`src/rtl/sr_debounce_driver_if.sv`:
```
`default_nettype none
// ============================================================================
// Module      : sr_debounce_driver_if
// Description : Button-input / latch-drive bundle for sr_debounce_driver.
// Revision    : 1.0 - initial release
// ============================================================================
interface sr_debounce_driver_if;
    logic set_raw;
    logic reset_raw;
    logic s_out;
    logic r_out;
    logic busy;
    logic dropped;

    // master: the button side / environment; slave: the debounce driver
    modport master (
        output set_raw,
        output reset_raw,
        input  s_out,
        input  r_out,
        input  busy,
        input  dropped
    );

    modport slave (
        input  set_raw,
        input  reset_raw,
        output s_out,
        output r_out,
        output busy,
        output dropped
    );
endinterface
`default_nettype wire

```
`src/rtl/sr_debounce_driver.sv`:
```
`default_nettype none
// ============================================================================
// Module      : sr_debounce_driver
// Description : Synchronises, debounces and edge-detects two push-buttons and
//               issues mutually exclusive stretched pulses to an SR latch.
// Revision    : 1.0 - initial release
// ============================================================================
module sr_debounce_driver #(
    parameter int DB_CYCLES = 4,
    parameter int PULSE_LEN = 2,
    parameter int CNT_W     = 8
) (
    input  wire logic clk,
    input  wire logic rst_n,
    sr_debounce_driver_if.slave bus
);

    localparam logic [CNT_W-1:0] c_db_last    = CNT_W'(DB_CYCLES - 1);
    localparam logic [CNT_W-1:0] c_pulse_last = CNT_W'(PULSE_LEN - 1);

    typedef enum logic [1:0] {
        S_IDLE    = 2'd0,
        S_PULSE_S = 2'd1,
        S_PULSE_R = 2'd2,
        S_GAP     = 2'd3
    } state_t;

    // Channel index 0 = set, 1 = reset
    logic [1:0] w_raw;
    logic [1:0] w_evt;
    logic [1:0] w_req;

    assign w_raw = {bus.reset_raw, bus.set_raw};

    for (genvar i = 0; i < 2; i++) begin : g_chan
        logic             r_sync1;
        logic             r_sync2;
        logic             r_db;
        logic             r_db_d;
        logic [CNT_W-1:0] r_cnt;

        always_ff @(posedge clk) begin
            if (!rst_n) begin
                r_sync1 <= 1'b0;
                r_sync2 <= 1'b0;
                r_db    <= 1'b0;
                r_db_d  <= 1'b0;
                r_cnt   <= '0;
            end else begin
                r_sync1 <= w_raw[i];
                r_sync2 <= r_sync1;
                r_db_d  <= r_db;
                if (r_sync2 == r_db) begin
                    r_cnt <= '0;
                end else if (r_cnt == c_db_last) begin
                    r_db  <= r_sync2;
                    r_cnt <= '0;
                end else begin
                    r_cnt <= r_cnt + 1'b1;
                end
            end
        end

        assign w_evt[i] = r_db & ~r_db_d;
    end

    state_t           r_state;
    state_t           w_next_state;
    logic [CNT_W-1:0] r_pcnt;
    logic [CNT_W-1:0] w_pcnt_next;
    logic [1:0]       r_pend;
    logic [1:0]       w_pend_next;
    logic             w_drop;
    logic             r_s_out;
    logic             r_r_out;
    logic             r_busy;
    logic             r_dropped;

    assign w_req = w_evt | r_pend;

    always_comb begin
        w_next_state = r_state;
        w_pcnt_next  = r_pcnt;
        w_pend_next  = r_pend | w_evt;
        w_drop       = 1'b0;
        case (r_state)
            S_IDLE: begin
                // Every request visible in IDLE is either serviced or dropped here
                w_pend_next = '0;
                if (w_req[1]) begin
                    w_next_state = S_PULSE_R;
                    w_pcnt_next  = c_pulse_last;
                    w_drop       = w_req[0];
                end else if (w_req[0]) begin
                    w_next_state = S_PULSE_S;
                    w_pcnt_next  = c_pulse_last;
                end
            end
            S_PULSE_S, S_PULSE_R: begin
                if (r_pcnt == '0) begin
                    w_next_state = S_GAP;
                end else begin
                    w_pcnt_next = r_pcnt - 1'b1;
                end
            end
            S_GAP: begin
                w_next_state = S_IDLE;
            end
            default: begin
                w_next_state = S_IDLE;
            end
        endcase
    end

    always_ff @(posedge clk) begin
        if (!rst_n) begin
            r_state   <= S_IDLE;
            r_pcnt    <= '0;
            r_pend    <= '0;
            r_s_out   <= 1'b0;
            r_r_out   <= 1'b0;
            r_busy    <= 1'b0;
            r_dropped <= 1'b0;
        end else begin
            r_state   <= w_next_state;
            r_pcnt    <= w_pcnt_next;
            r_pend    <= w_pend_next;
            // Outputs are registered decodes of the state being entered
            r_s_out   <= (w_next_state == S_PULSE_S);
            r_r_out   <= (w_next_state == S_PULSE_R);
            r_busy    <= (w_next_state != S_IDLE);
            r_dropped <= w_drop;
        end
    end

    assign bus.s_out   = r_s_out;
    assign bus.r_out   = r_r_out;
    assign bus.busy    = r_busy;
    assign bus.dropped = r_dropped;

endmodule
`default_nettype wire

```
`src/flat_wrapper.sv`:
```
// flat-port wrapper written by rule: the top's interface ports become plain ports
module sr_debounce_driver_flat 
#(
    parameter int DB_CYCLES = 4,
    parameter int PULSE_LEN = 2,
    parameter int CNT_W     = 8
)
  (clk, rst_n, bus_set_raw, bus_reset_raw, bus_s_out, bus_r_out, bus_busy, bus_dropped);
  sr_debounce_driver_if bus_i ();
  input  wire logic clk;
  input  wire logic rst_n;
  input wire logic [$bits(bus_i.set_raw)-1:0] bus_set_raw;
  input wire logic [$bits(bus_i.reset_raw)-1:0] bus_reset_raw;
  output wire logic [$bits(bus_i.s_out)-1:0] bus_s_out;
  output wire logic [$bits(bus_i.r_out)-1:0] bus_r_out;
  output wire logic [$bits(bus_i.busy)-1:0] bus_busy;
  output wire logic [$bits(bus_i.dropped)-1:0] bus_dropped;
  assign bus_i.set_raw = bus_set_raw;
  assign bus_i.reset_raw = bus_reset_raw;
  assign bus_s_out = bus_i.s_out;
  assign bus_r_out = bus_i.r_out;
  assign bus_busy = bus_i.busy;
  assign bus_dropped = bus_i.dropped;
  sr_debounce_driver #(.DB_CYCLES(DB_CYCLES), .PULSE_LEN(PULSE_LEN), .CNT_W(CNT_W)) u_core (.clk(clk), .rst_n(rst_n), .bus(bus_i));
endmodule
```
`config.mk`:
```
export PLATFORM = sky130hd
export DESIGN_NAME = sr_debounce_driver_flat
export DESIGN_NICKNAME = d
export VERILOG_FILES = /design/src/rtl/sr_debounce_driver_if.sv /design/src/rtl/sr_debounce_driver.sv /design/src/flat_wrapper.sv
export SDC_FILE = /design/constraint.sdc
export NUM_CORES = 1
export LEC_CHECK = 0
export CORE_MARGIN = 4
export CORE_UTILIZATION = 44
export DETAILED_ROUTE_END_ITERATION = 8
export SLEW_MARGIN = 20
export SYNTH_ARGS = -nofsm -noshare
export SYNTH_HDL_FRONTEND = slang
export SYNTH_SLANG_ARGS = --single-unit
```
`constraint.sdc`:
```
create_clock -name clk -period 2.4 [get_ports clk]
set_clock_uncertainty 0.05 [all_clocks]
set_input_delay 0.48 -clock clk [delete_from_list [all_inputs] [get_ports clk]]
set_output_delay 0.48 -clock clk [all_outputs]
set_load 0.02 [all_outputs]
```
Word level (Yosys, flattened, before mapping)
Cells that the tools add are included.

storage, ports and cells
  word-level logic and storage cells = 59
  register bits = 40
  output and inout bits = 4
  bits of input ports = 4

cells by class
  $add $sub $neg = 3
  multiplexer cells = 8
  equal/unequal tests = 11
  bitwise logic cells = 8
  reduce and logical (&&, ||, !) cells = 12

operator list
  kind                   number
  $mux W8                3
  $add A8 B1 Y8 const B  2
  $eq A8 B2 Y1 const B   2
  $pmux W8 S2            1
  $logic_not A8 Y1       1
  $sub A8 B1 Y8 const B  1
  $eq A2 B2 Y1 const B   3
  $mux W2                3
  $pmux W2 S3            1
  $reduce_and A3 Y1      2
  $reduce_or A3 Y1       2
  $not A1 Y1             5
  $eq A2 B1 Y1 const B   2
  $reduce_and A2 Y1      2
  $reduce_bool A2 Y1     2
  $reduce_or A2 Y1       2
  $ne A3 B1 Y1 const B   1
  $and A1 B1 Y1          2
  $eq A1 B1 Y1           2
  $logic_not A2 Y1       1
  $ne A2 B2 Y1 const B   1
  $or A2 B2 Y2           1

Depth between registers and ports, before layout
Gate-level depths: netlist of run 1.

  depth after elaboration = 7
  depth in mapped cells = 7

Worst setup path after synthesis of run 1
OpenSTA, ideal clock, no wires.

  path kind = flip-flop to flip-flop
  start = register u_core.r_pcnt[0]
  end = register u_core.r_pcnt[6]
  required time = 2.277 ns
  arrival time = 1.677 ns
  library setup time = 0.073 ns
  stages on the path, launching flop included = 7
  clock period less this slack = 1.801 ns
  slack = 0.599 ns
  cell sequence = dfxtp_1 > inv_1 > ha_1 > nand2b_1 > or4_1 > or4_1 > a21oi_1

between the ends
  word-level cells in the longest chain between the ends = 3

ends and longest elaborated chain
  element                                                   line                                                  source
  from (decl)                                               sr_debounce_driver.sv:69                              logic [CNT_W-1:0] r_pcnt;
  from (signal assigned)                                    sr_debounce_driver.sv:126                             r_pcnt <= w_pcnt_next;
  $sub A8 B1 Y8 / $logic_not A8 Y1 (equally long branches)  sr_debounce_driver.sv:103, sr_debounce_driver.sv:100
  $mux W8 / $ne A2 B2 Y1 (equally long branches)            n/a
  $pmux W8 S2 / $reduce_and A3 Y1 (equally long branches)   n/a

Several ways; a longest one is shown, not always the timed one. The select of a mux whose other input is x is not followed.
A chain may end at the register's enable or synchronous reset.

Worst setup path in the final report of run 1
  start = register u_core.r_state[0]
  end = register u_core.r_pcnt[4]

between the ends
  word-level cells in the longest chain between the ends = 4

ends and longest elaborated chain
  element                                                              line                       source
  from (decl)                                                          sr_debounce_driver.sv:67   state_t r_state;
  from (signal assigned)                                               sr_debounce_driver.sv:125  r_state <= w_next_state;
  $eq A2 B1 Y1 / $eq A2 B2 Y1 (equally long branches)                  sr_debounce_driver.sv:86   case (r_state)
  $reduce_or A2 Y1                                                     sr_debounce_driver.sv:86
  $ne A2 B2 Y1 (no line) / $reduce_bool A2 Y1 (equally long branches)  n/a
  $reduce_and A3 Y1 (no line)                                          n/a

Several ways; a longest one is shown, not always the timed one.

==> flow_summary.ini, run 1 <==
[run_status]
status = complete, no violations

[global_route]
globalRouteOverflowTotal = 0
antenna_found_initial = 0
grt_pass1_vias = 1222
grt_max_degree = 16
grtUsageTotal = 0.133
grt_pass1_wl_um = 5330

[detailed_routing]
met3WireLength_um = 92
routed_wirelength_um = 2990
met2WireLength_um = 1330
wl_per_cell_um = 12.0
drcViolationCount = 0
highest_layer = met4
dr.pass1.iters = 4
ant_nets = 0
vias = 1293
avgViaCountPerCell = 5.17
routedLengthMet1_um = 1500
first_iter_violations = 63

[final_layout]
fin_util = 0.529
fin_nets = 211
drive_above_1_share = 0.0792
diodes = 0
fin_area_um2 = 1970
area_delta_synth_final_pct = 14.3

[worst_hold_path]
hold-path-cell-count = 1
min-delay-start = u_core.g_chan[0].r_sync1
hold_path.class = reg2reg
holdPathEnd = u_core.g_chan[0].r_sync2

[setup_path]
r2r_end = u_core.r_pcnt[4]
cp_slowest_cell = or4b_2
cpMostUsedCell = inv_1
critical_path_arrival_ns = 2.18
worstSetupStartpointType = flop
critPathCaptureType = flop
reg2regPathDepth = 7
required_ns = 2.56
crit_path_max_incr_delay_ns = 0.60
worstSetupPathType = reg2reg
critical_path.max_fanout = 12
r2r_setup_slack_ns = 0.38
rr_startpoint = u_core.r_state[0]
crit_chain = inv_1 -> ha_1 -> inv_1 -> nor4_2 -> buf_4 -> or4b_2 -> a21oi_1

[clock_network]
ctsHoldBuffers = 0
cts_tree = done
cts_sinks = 40
htreeDepth = 2
post_cts_buffers = 0
worstSkewPairLatency_ns = 0.29
max-clock-path-buffers = 2
root_buffer = clkbuf_8
cts_resized = 0
clkTransAtPathRegs_ns = 0.08
numCtsBuffers = 5

[timing]
fmax_mhz = 495
tightest_slew_ns = 0.767
maxSlewHeadroom = 0.484
finalHoldViolations = 0
report.final.slew_viol_count = 0
min_period_over_period = 0.842
rsz0062_at_grt = false
fin_crit_ns = 2.02
setup_viol = 0
hold_slack_ns = 0.389
fin_tns_setup_ns = 0

[yosys]
synth.avg_cell_area_um2 = 9.15
synth.distinct_cells = 40
synth_area_leader_cell = dfxtp_1
async_flop_share = 0
yosys-top-cells-count = dfxtp_1 (40), nor2_1 (26), inv_1 (11), nand3_1 (11), xor2_1 (9)
yosys_warnings = 0
ys_seq_area_frac = 0.465
synth-seq-cells = 40
netlist_instances = 188
yosysMostFrequentCell = dfxtp_1
synth-edff-count = 0
yosysTopAreaCellShare = 0.465
ys_dominant_reg_cell = dfxtp_1
synth.area.top_cells = dfxtp_1 (47%), nor2_1 (5.7%), xor2_1 (4.6%)
synth_area_um2 = 1720
syn_nets = 198

[power]
ir_drop_mv = 0.335
power.leakage_nw = 0.744
finalPower_mw = 1.23
power_density_nw_per_um2 = 624

[floorplan]
die_h_um = 70.5
core-area_um2 = 3720
rows = 22
die_x_um = 70.5
io_pins = 8
dieArea_um2 = 4970
start_util = 0.463

[placement]
gp_congestion = 0.786
portBuffers = 7
dp_hpwl_um = 2080
placed_area_um2 = 1860

[job]
maxCapViolCount = 0
## critical path, delay by kind of cell, from the launching register on
family	cells	cell delay, ns
compound gates	1	0.15
fa+ha+maj	1	0.37
buf+inv	3	0.36
flops	1	0.37
simple gates	2	0.65
## placed cells by master, fill, tap and decap left out, types with 5 or more instances in the layout
cell type	netlist	layout
a21oi_1	8	8
and2_1	7	7
clkbuf_8	0	5
clkdlybuf4s50_1	0	7
dfxtp_1	40	40
ha_1	6	6
inv_1	11	11
nand2_1	8	8
nand2b_1	5	5
nand3_1	11	11
nor2_1	26	26
or4_1	5	5
xnor2_1	5	5
xor2_1	9	9
## per-stage QoR
| stage | setup WS (ns) | cells |
|---|---|---|
| finish | 0.379 | 250 |
| CTS | 0.396 | 250 |
| global placement | 0.464 | 242 |
| floorplan | 0.599 | 188 |
| detailed placement | 0.426 | 242 |
| global route | 0.217 | 250 |
## power by group
| group | total [mW] | internal, mW | leakage, nW | switching (mW) |
|---|---|---|---|---|
| registers | 0.669 | 0.667 | 0.323 | 0.00228 |
| logic | 0.0207 | 0.00979 | 0.366 | 0.0109 |
| clock network | 0.538 | 0.308 | 0.0541 | 0.230 |
| total | 1.23 | 0.984 | 0.744 | 0.243 |
## metal layers
metal / track usage / vias up
met5: 0 / -
met4: 0.0689 / 0
met3: 0.0355 / 6
met2: 0.205 / 10
met1: 0.171 / 599
li1: - / 678
## worst max path at each step
stage                       from               end  slack (ns)  cells after the start
2_1_floorplan   u_core.r_pcnt[0]  u_core.r_pcnt[6]        0.60                      6
3_3_place_gp    u_core.r_pcnt[0]  u_core.r_pcnt[4]        0.46                      7
3_5_place_dp   u_core.r_state[0]  u_core.r_pcnt[4]        0.43                      7
4_1_cts         u_core.r_pcnt[0]  u_core.r_pcnt[4]        0.40                      7
5_1_grt        u_core.r_state[0]  u_core.r_pcnt[3]        0.22                      7
6_report       u_core.r_state[0]  u_core.r_pcnt[4]        0.38                      7
## layout make-up
type,instances,area (um2)
fill,353,1750
clock inverter,3,42.5
clock buffer,5,68.8
sequential,40,801
inverter,11,41.3
tap,48,60.1
multi-input combinational,133,861
timing repair buffer,10,92.6
## cell families (layout without fill, tap and decap cells)
logic type / Yosys count / count (layout) / synth area share
compound gates: 27 / 27 / 0.113
fa+ha+maj: 6 / 6 / 0.0436
simple gates: 84 / 84 / 0.261
mux: 2 / 2 / 0.0116
flops: 40 / 40 / 0.465
xor+xnor: 14 / 14 / 0.0713
buf+inv: 15 / 29 / 0.0342
## state kept, by name (all words and copies together) (netlist names)
signal                 flops
u_core.g_chan.r_cnt       16
u_core.r_pcnt              8
u_core.g_chan.r_db         2
u_core.g_chan.r_db_d       2
u_core.g_chan.r_sync1      2
u_core.g_chan.r_sync2      2
u_core.r_pend              2
u_core.r_state             2
u_core.bus.busy            1
u_core.bus.dropped         1
u_core.bus.r_out           1
u_core.bus.s_out           1
Note: power is estimated with default switching activity, not from simulation.
==> run 2, diff against run 1 <==
- clock period: 2.4 -> 2.1 ns (I/O delays scaled with it)
==> flow_summary.ini, run 2 (synthesis gave the netlist of run 1 again) <==
[run_status]
status = complete, no violations

[setup_path]
r2r_end = u_core.r_pcnt[4]
required_ns = 2.27
crit_path_max_incr_delay_ns = 0.63
crit_chain = inv_1 -> ha_1 -> nand2b_1 -> o41ai_2 -> buf_4 -> or4b_2 -> a21oi_1
crit_end = u_core.r_pcnt[4]
reg2regPathDepth = 7
worstSetupStartpointType = flop
critPathCaptureType = flop
critical_path_arrival_ns = 2.12
crit_start = u_core.r_state[0]
rr_startpoint = u_core.r_state[0]
critical_path.max_fanout = 15
r2r_setup_slack_ns = 0.15
worstSetupPathType = reg2reg
cp_slowest_cell = or4b_2

[placement]
portBuffers = 7
placed_area_um2 = 1880
dp_hpwl_um = 2100
gp_congestion = 0.732

[timing]
fmax_mhz = 513
finalHoldViolations = 0
setup_viol = 0
hold_slack_ns = 0.391
fin_tns_setup_ns = 0
tightest_slew_ns = 0.706
fin_crit_ns = 1.95
report.final.slew_viol_count = 0
maxSlewHeadroom = 0.525
rsz0062_at_grt = false
min_period_over_period = 0.928

[final_layout]
top_register = u_core.g_chan.r_cnt
fin_area_um2 = 1970
area_delta_synth_final_pct = 14.7
diodes = 0
reg_top3 = u_core.g_chan.r_cnt: 16 flops, u_core.r_pcnt: 8 flops
fin_nets = 214
largest_reg_flops = 16
final_common_cell = dfxtp_1
final_cell_mix = dfxtp_1 (40), nor2_1 (26), inv_1 (11), nand3_1 (11), xor2_1 (9)
drive_above_1_share = 0.0976

[power]
finalPower_mw = 1.32
ir_drop_mv = 0.361
power_density_nw_per_um2 = 668
power.leakage_nw = 0.755

[detailed_routing]
wl_per_cell_um = 11.9
drcViolationCount = 0
dr.pass1.iters = 4
ant_nets = 0
routed_wirelength_um = 3000
first_iter_violations = 99
vias = 1312
avgViaCountPerCell = 5.19

[floorplan]
dieArea_um2 = 4970
die_h_um = 70.5
rows = 22
core-area_um2 = 3720
start_util = 0.463
io_pins = 8
die_x_um = 70.5

[global_route]
grt_use_met2 = 0.206
grtUsageMet1 = 0.170
globalRouteOverflowTotal = 0
antenna_found_initial = 0
grtUsageTotal = 0.135
grt_max_degree = 16
use_met3 = 0.0469
grt_pass1_wl_um = 5350
grt_pass1_vias = 1215
top_usage_layer = met2

[worst_hold_path]
hold_path.class = reg2reg

[clock_network]
htreeDepth = 2
root_buffer = clkbuf_8
cts_sinks = 40
worstSkewPairLatency_ns = 0.29
clkTransAtPathRegs_ns = 0.08
max-clock-path-buffers = 2
numCtsBuffers = 5
cts_tree = done

[job]
maxCapViolCount = 0
[run 2: cell type report]
class / count / area, um2
multi-input cells: 133 / 863
repair buffers: 13 / 115
well taps: 48 / 60.1
flip-flops and latches: 40 / 801
clock buffers: 6 / 82.6
fillers: 336 / 1740
clock inverters: 2 / 10.0
inverters: 11 / 41.3
[run 2: how the worst min path moves through the flow]
stage	start	end	slack (ns)	cells past startpoint
after detailed placement	u_core.g_chan[0].r_sync1	u_core.g_chan[0].r_sync2	0.38	1
after floorplan	u_core.g_chan[0].r_sync1	u_core.g_chan[0].r_sync2	0.36	1
after global placement	u_core.g_chan[1].r_sync1	u_core.g_chan[1].r_sync2	0.37	1
final	u_core.g_chan[0].r_sync1	u_core.g_chan[0].r_sync2	0.39	1
after CTS	u_core.g_chan[0].r_sync1	u_core.g_chan[0].r_sync2	0.40	1
after global routing	u_core.g_chan[0].r_sync1	u_core.g_chan[0].r_sync2	0.42	1
[run 2: worst max-delay path: cells and delay by family, from the launching register on]
family	cells	cell delay, ns
buf+inv	2	0.27
fa+ha+maj	1	0.24
simple gates	2	0.73
compound gates	2	0.21
flops	1	0.37
[run 2: per-layer routing]
layer / vias up / wire length [um]
met1: 603 / 1450
li1: 687 / -
met3: 7 / 123
met2: 15 / 1350
met5: - / 0
met4: 0 / 70
[run 2: metrics by stage]
step,setup WS [ns],utilization,cells
2_1_floorplan,0.299,-,188
3_3_place_gp,0.205,0.505,245
3_5_place_dp,0.159,0.505,245
4_1_cts,0.134,0.530,253
5_1_grt,0.00240,0.531,253
6_report,0.150,0.531,253
[run 2: power by group]
group	internal (mW)	switching (mW)	total, mW	leakage, nW
sequential	0.763	0.00255	0.765	0.323
combinational	0.0124	0.0122	0.0246	0.381
clock	0.262	0.265	0.527	0.0510
total	1.04	0.280	1.32	0.755
[run 2: repair_timing]
action	CTS	global route
hold endpoints to repair	0	0
resized for setup	0	1
endpoints found under the setup margin	0	1
setup buffers	0	0
hold buffers	0	0
==> patch 1, RTL diff (flow settings as in run 2) <==
`CNT_W` is set to 8 in 2 places; all go to 6.
--- a/src/rtl/sr_debounce_driver.sv
+++ b/src/rtl/sr_debounce_driver.sv
@@ -8,7 +8,7 @@
 module sr_debounce_driver #(
     parameter int DB_CYCLES = 4,
     parameter int PULSE_LEN = 2,
-    parameter int CNT_W     = 8
+    parameter int CNT_W     = 6
 ) (
     input  wire logic clk,
     input  wire logic rst_n,
--- a/src/flat_wrapper.sv
+++ b/src/flat_wrapper.sv
@@ -3,7 +3,7 @@
 #(
     parameter int DB_CYCLES = 4,
     parameter int PULSE_LEN = 2,
-    parameter int CNT_W     = 8
+    parameter int CNT_W     = 6
 )
   (clk, rst_n, bus_set_raw, bus_reset_raw, bus_s_out, bus_r_out, bus_busy, bus_dropped);
   sr_debounce_driver_if bus_i ();
Check against the original RTL: no difference found for any inputs over 10 cycles, from zero or initial values and one cycle with rst_n low; that may be too few to reach the edited logic, so the function may still have changed.
==> patch 1 against run 2 <==
Sequential cell count is 6 lower. Synthesized area down 14%. First-iteration DRC count down 39%. Cell count down 15%. Non-clock buffer count fell by 4. Setup slack improved by 140 ps. Core utilization rose by 0.18 points. Cell area shrank 16%. Critical path depth is 1 lower. Wire length shrank 11%.
Power is not compared: it rests on default switching activity, and its combinational part moved more than twofold at a synthesized area within 25%.
==> patch 1: results (changes against run 2) <==
metric;value;unit;change
global routing met1 resource utilization;16.0;%;-0.95 points
Adder-Cell Fraction of Synth Area;5.07;%;+0.70 points
leading cell types by total area after synthesis;sky130_fd_sc_hd__dfxtp_1, sky130_fd_sc_hd__ha_1, sky130_fd_sc_hd__nor2_1, sky130_fd_sc_hd__xor2_1, sky130_fd_sc_hd__nand2_1;;
placement-stage cell area;1600;µm²;-15%
portion of the post-synthesis area used by sequential elements;45.9;%;-0.60 points
largest net degree at the start of global routing;17;;+1
half-perimeter wire length after placement;1.95;mm;-7.2%
xor/xnor share of the synthesized area;5.91;%;-1.2 points
gp weighted congestion;0.782;;+6.8%
post-CTS clock slew at the launch and capture registers of the worst setup and hold paths;110;ps;+30 ps
worst slew margin relative to its limit;66.4;%;+14 points
library cell used as clock root buffer;sky130_fd_sc_hd__clkbuf_4;;
post-synthesis mux area share;0;%;-1.2 points
clock latency on the worst-skew pair;340;ps;+50 ps
Starting DRT DRC Count;60;;-39%
outcome;finished, final reports clean;;
post-detailed-routing wire length;2.66;mm;-11%
met3 Use GR;5.44;%;+0.75 points
Worst EP arrival;2010;ps;-110 ps
largest registers;u_core.g_chan.r_cnt (12), u_core.r_pcnt (6);;
filler cell count in the final layout;301;;-10%
post-synthesis compound-gate area fraction;13.9;%;+2.6 points
number of cells on the worst reg-to-reg path;6;;-1
distinct cell type count of the synthesized netlist;42;;+5.0%
global-route wire length before repair;4.85;mm;-9.4%
fraction of layout cells with a size suffix above 1;11.7;%;+1.9 points
[patch 1: cell count changes in the layout (fill, tap and decap cells not counted), sizes merged, moves of 3 or more]
cell    before  now
buf          6    2
or4          6    0
a21oi        8    1
xor2         9    6
o21ai        3    0
nor2        26   20
o32ai        0    3
a221oi       0    4
nand2        8   13
dfxtp       40   34
[patch 1: through the flow]
step	std cells	util [%]	setup slack [ps]	power, mW	hold slack [ps]
6_report	215	53.3	290	1.44	397
3_5_place_dp	207	51.2	315	1.07	372
4_1_cts	215	53.3	301	1.46	399
2_1_floorplan	157	-	438	0.975	362
5_1_grt	215	53.3	147	1.53	433
3_3_place_gp	207	51.2	373	1.06	365
[patch 1: kinds of logic after synthesis]
| group | count (synthesis) |
|---|---|
| xor+xnor | 10 |
| compound gates | 23 |
| simple gates | 70 |
| fa+ha+maj | 6 |
| buf+inv | 14 |
| flops | 34 |
[patch 1: power by group through the flow]
stage               combinational, mW  sequential, mW  clock, mW
finish                          0.352           0.700      0.388
detailed placement              0.352           0.715          0
floorplan                       0.247           0.728          0
CTS                             0.356           0.700      0.403
global placement                0.343           0.714          0
global route                    0.389           0.706      0.436
[patch 1: final timing paths]
path | from | to | slack [ps]
max | u_core.r_pcnt[0] | u_core.bus.busy | 290
min | u_core.g_chan[1].r_sync1 | u_core.g_chan[1].r_sync2 | 400
max reg2reg | u_core.r_pcnt[0] | u_core.bus.busy | 290
min reg2reg | u_core.g_chan[1].r_sync1 | u_core.g_chan[1].r_sync2 | 400
[patch 1: per-layer routing]
layer | vias to the layer above | share of wire, %
met5 | - | 0
met4 | 0 | 1.9
met3 | 6 | 4.8
met2 | 15 | 49
met1 | 551 | 45
li1 | 568 | -
[patch 1: worst max-delay path: stages (launching register included)]
cell and delay [ps]:
sky130_fd_sc_hd__dfxtp_1 400, sky130_fd_sc_hd__inv_1 60, sky130_fd_sc_hd__ha_1 230, sky130_fd_sc_hd__or3b_4 270
sky130_fd_sc_hd__nor4_2 50, sky130_fd_sc_hd__o311ai_1 390, sky130_fd_sc_hd__a21bo_2 270
[patch 1: final cells by class]
class / instances / area share [%]
Clock buffer: 6 / 3.08
Clock inverter: 2 / 0.751
Inverter: 11 / 2.48
Multi-Input combinational cell: 109 / 44.4
Sequential cell: 34 / 40.8
Tap cell: 44 / 3.30
Timing Repair Buffer: 9 / 5.11
==> patch 2, RTL diff (settings of run 2) <==
Made on the original files. Reset style: asynchronous (`rst_n`), changed in 2 clocked blocks.
--- a/src/rtl/sr_debounce_driver.sv
+++ b/src/rtl/sr_debounce_driver.sv
@@ -39,7 +39,7 @@
         logic             r_db_d;
         logic [CNT_W-1:0] r_cnt;
 
-        always_ff @(posedge clk) begin
+        always_ff @(posedge clk or negedge rst_n) begin
             if (!rst_n) begin
                 r_sync1 <= 1'b0;
                 r_sync2 <= 1'b0;
@@ -112,7 +112,7 @@
         endcase
     end
 
-    always_ff @(posedge clk) begin
+    always_ff @(posedge clk or negedge rst_n) begin
         if (!rst_n) begin
             r_state   <= S_IDLE;
             r_pcnt    <= '0;
Check against the original RTL: differs if rst_n is asserted again (counterexample within 10 cycles, from zero or initial values and one cycle with rst_n low); with rst_n held inactive, the same outputs for 10 cycles.
==> patch 2 against run 2 <==
Setup slack lost 81 ps. Cell area up 2.6%. Non-clock buffer count is 2 higher. Worst hold slack lost 270 ps. Wire length decreased by 3.0%. Synthesized area is 1.7% higher. Sequential cell count did not move. Largest cell class is now sequential cells. Highest routed layer unchanged.
Power is not compared: it rests on default switching activity, and its combinational part moved more than twofold at a synthesized area within 25%.
==> patch 2: results (changes against run 2) <==
metric;value;unit;change
outcome;finished, final reports clean;;
Util after Layout;54.1;%;+0.98 points
Syn Nets;167;;-16%
global routing met1 resource utilization;15.3;%;-1.7 points
achievable frequency;492;MHz;-4.0%
Tightest Hold Check Type;in2async;;
internal reg-to-reg setup slack;70;ps;-80 ps
ratio of routed vias to standard cells;5.07;;-2.1%
global-route wire length before repair;5.15;mm;-3.9%
Std-Cell Core Area;3740;µm²;+0.74%
half-perimeter wire length after placement;2.07;mm;-1.3%
fraction of layout cells with a size suffix above 1;14.5;%;+4.8 points
number of placed instances with taps included;216;;-12%
GRT Total Usage;12.9;%;-0.58 points
Max FO, Critical Path;4;;-11
DR WL/cell;12.8;µm;+8.1%
share of flip-flops with an asynchronous set or reset after synthesis;100;%;+100 points
distinct cell type count of the synthesized netlist;31;;-23%
metal1 wirelength;1.37;mm;-6.0%
post-route non-filler standard cell count;227;;-10%
NumNets Final;188;;-12%
portion of the post-synthesis area used by sequential elements;57.2;%;+11 points
routing usage on met2;21.4;%;+0.84 points
Post-CTS Resized;1;;+1
largest net degree at the start of global routing;41;;+25
Post-Syn Instances;157;;-16%
met3 Use GR;3.98;%;-0.71 points
worst setup slack after placement;-25.1;ps;-184 ps
number of detailed-route iterations in the first pass;3;;-1
detailed-routed wire length on met3;83;µm;-33%
routed length on met2;1.40;mm;+3.5%
worst slew margin relative to its limit;62.7;%;+10 points
hold_ws;124;ps;-266 ps
YS warnings;0;;unchanged
gp weighted congestion;0.780;;+6.5%
via count of the first global-routing pass;1206;;-0.74%
filler cell count in the final layout;344;;+2.4%
Worst EP arrival;2210;ps;+90 ps
placement-stage cell area;1900;µm²;+1.2%
==> patch 2: power breakdown <==
part	switching, mW	internal [mW]
Sequential	0.157	0.988
Clock	0.262	0.231
Combinational	0.635	0.506
Total	1.05	1.73
==> patch 2: critical path: stages, from the launching register on <==
cell and delay (ps):
sky130_fd_sc_hd__dfrtp_1 370, sky130_fd_sc_hd__inv_1 80, sky130_fd_sc_hd__ha_1 230, sky130_fd_sc_hd__nor3b_2 190
sky130_fd_sc_hd__a2111o_1 480, sky130_fd_sc_hd__or4_4 430, sky130_fd_sc_hd__a21oi_2 140
==> patch 2: path summary, 6_finish.rpt <==
check                                            end                startpoint  depth (start not counted)
min reg2reg                 u_core.g_chan[1].r_sync2  u_core.g_chan[1].r_sync1                          0
max in group asynchronous   u_core.g_chan[1].r_sync2                     rst_n                          2
min in group clk            u_core.g_chan[1].r_sync2  u_core.g_chan[1].r_sync1                          0
min                        u_core.g_chan[1].r_cnt[7]                     rst_n                          2
max                                 u_core.r_pcnt[5]         u_core.r_state[0]                          6
max reg2reg                         u_core.r_pcnt[5]         u_core.r_state[0]                          6
==> patch 2: kinds of logic (layout without fill, tap and decap cells) <==
group | after synthesis | after routing | synth area share [%]
multiplexers | 2 | 2 | 1.29
adder cells (fa/ha/maj) | 6 | 6 | 4.29
AND/OR/NAND/NOR | 62 | 62 | 18.4
buffers and inverters | 11 | 33 | 2.79
XOR/XNOR | 16 | 16 | 8.01
AO/OA/AOI/OAI | 20 | 20 | 8.01
flip-flops | 40 | 40 | 57.2
==> patch 2: layout make-up <==
type / instances / area share [%]
clock buffer: 5 / 3.40
multi-input combinational: 106 / 35.2
timing repair buffer: 15 / 6.18
inverter: 10 / 1.85
sequential: 40 / 49.4
clock inverter: 3 / 0.927
tap: 48 / 2.97
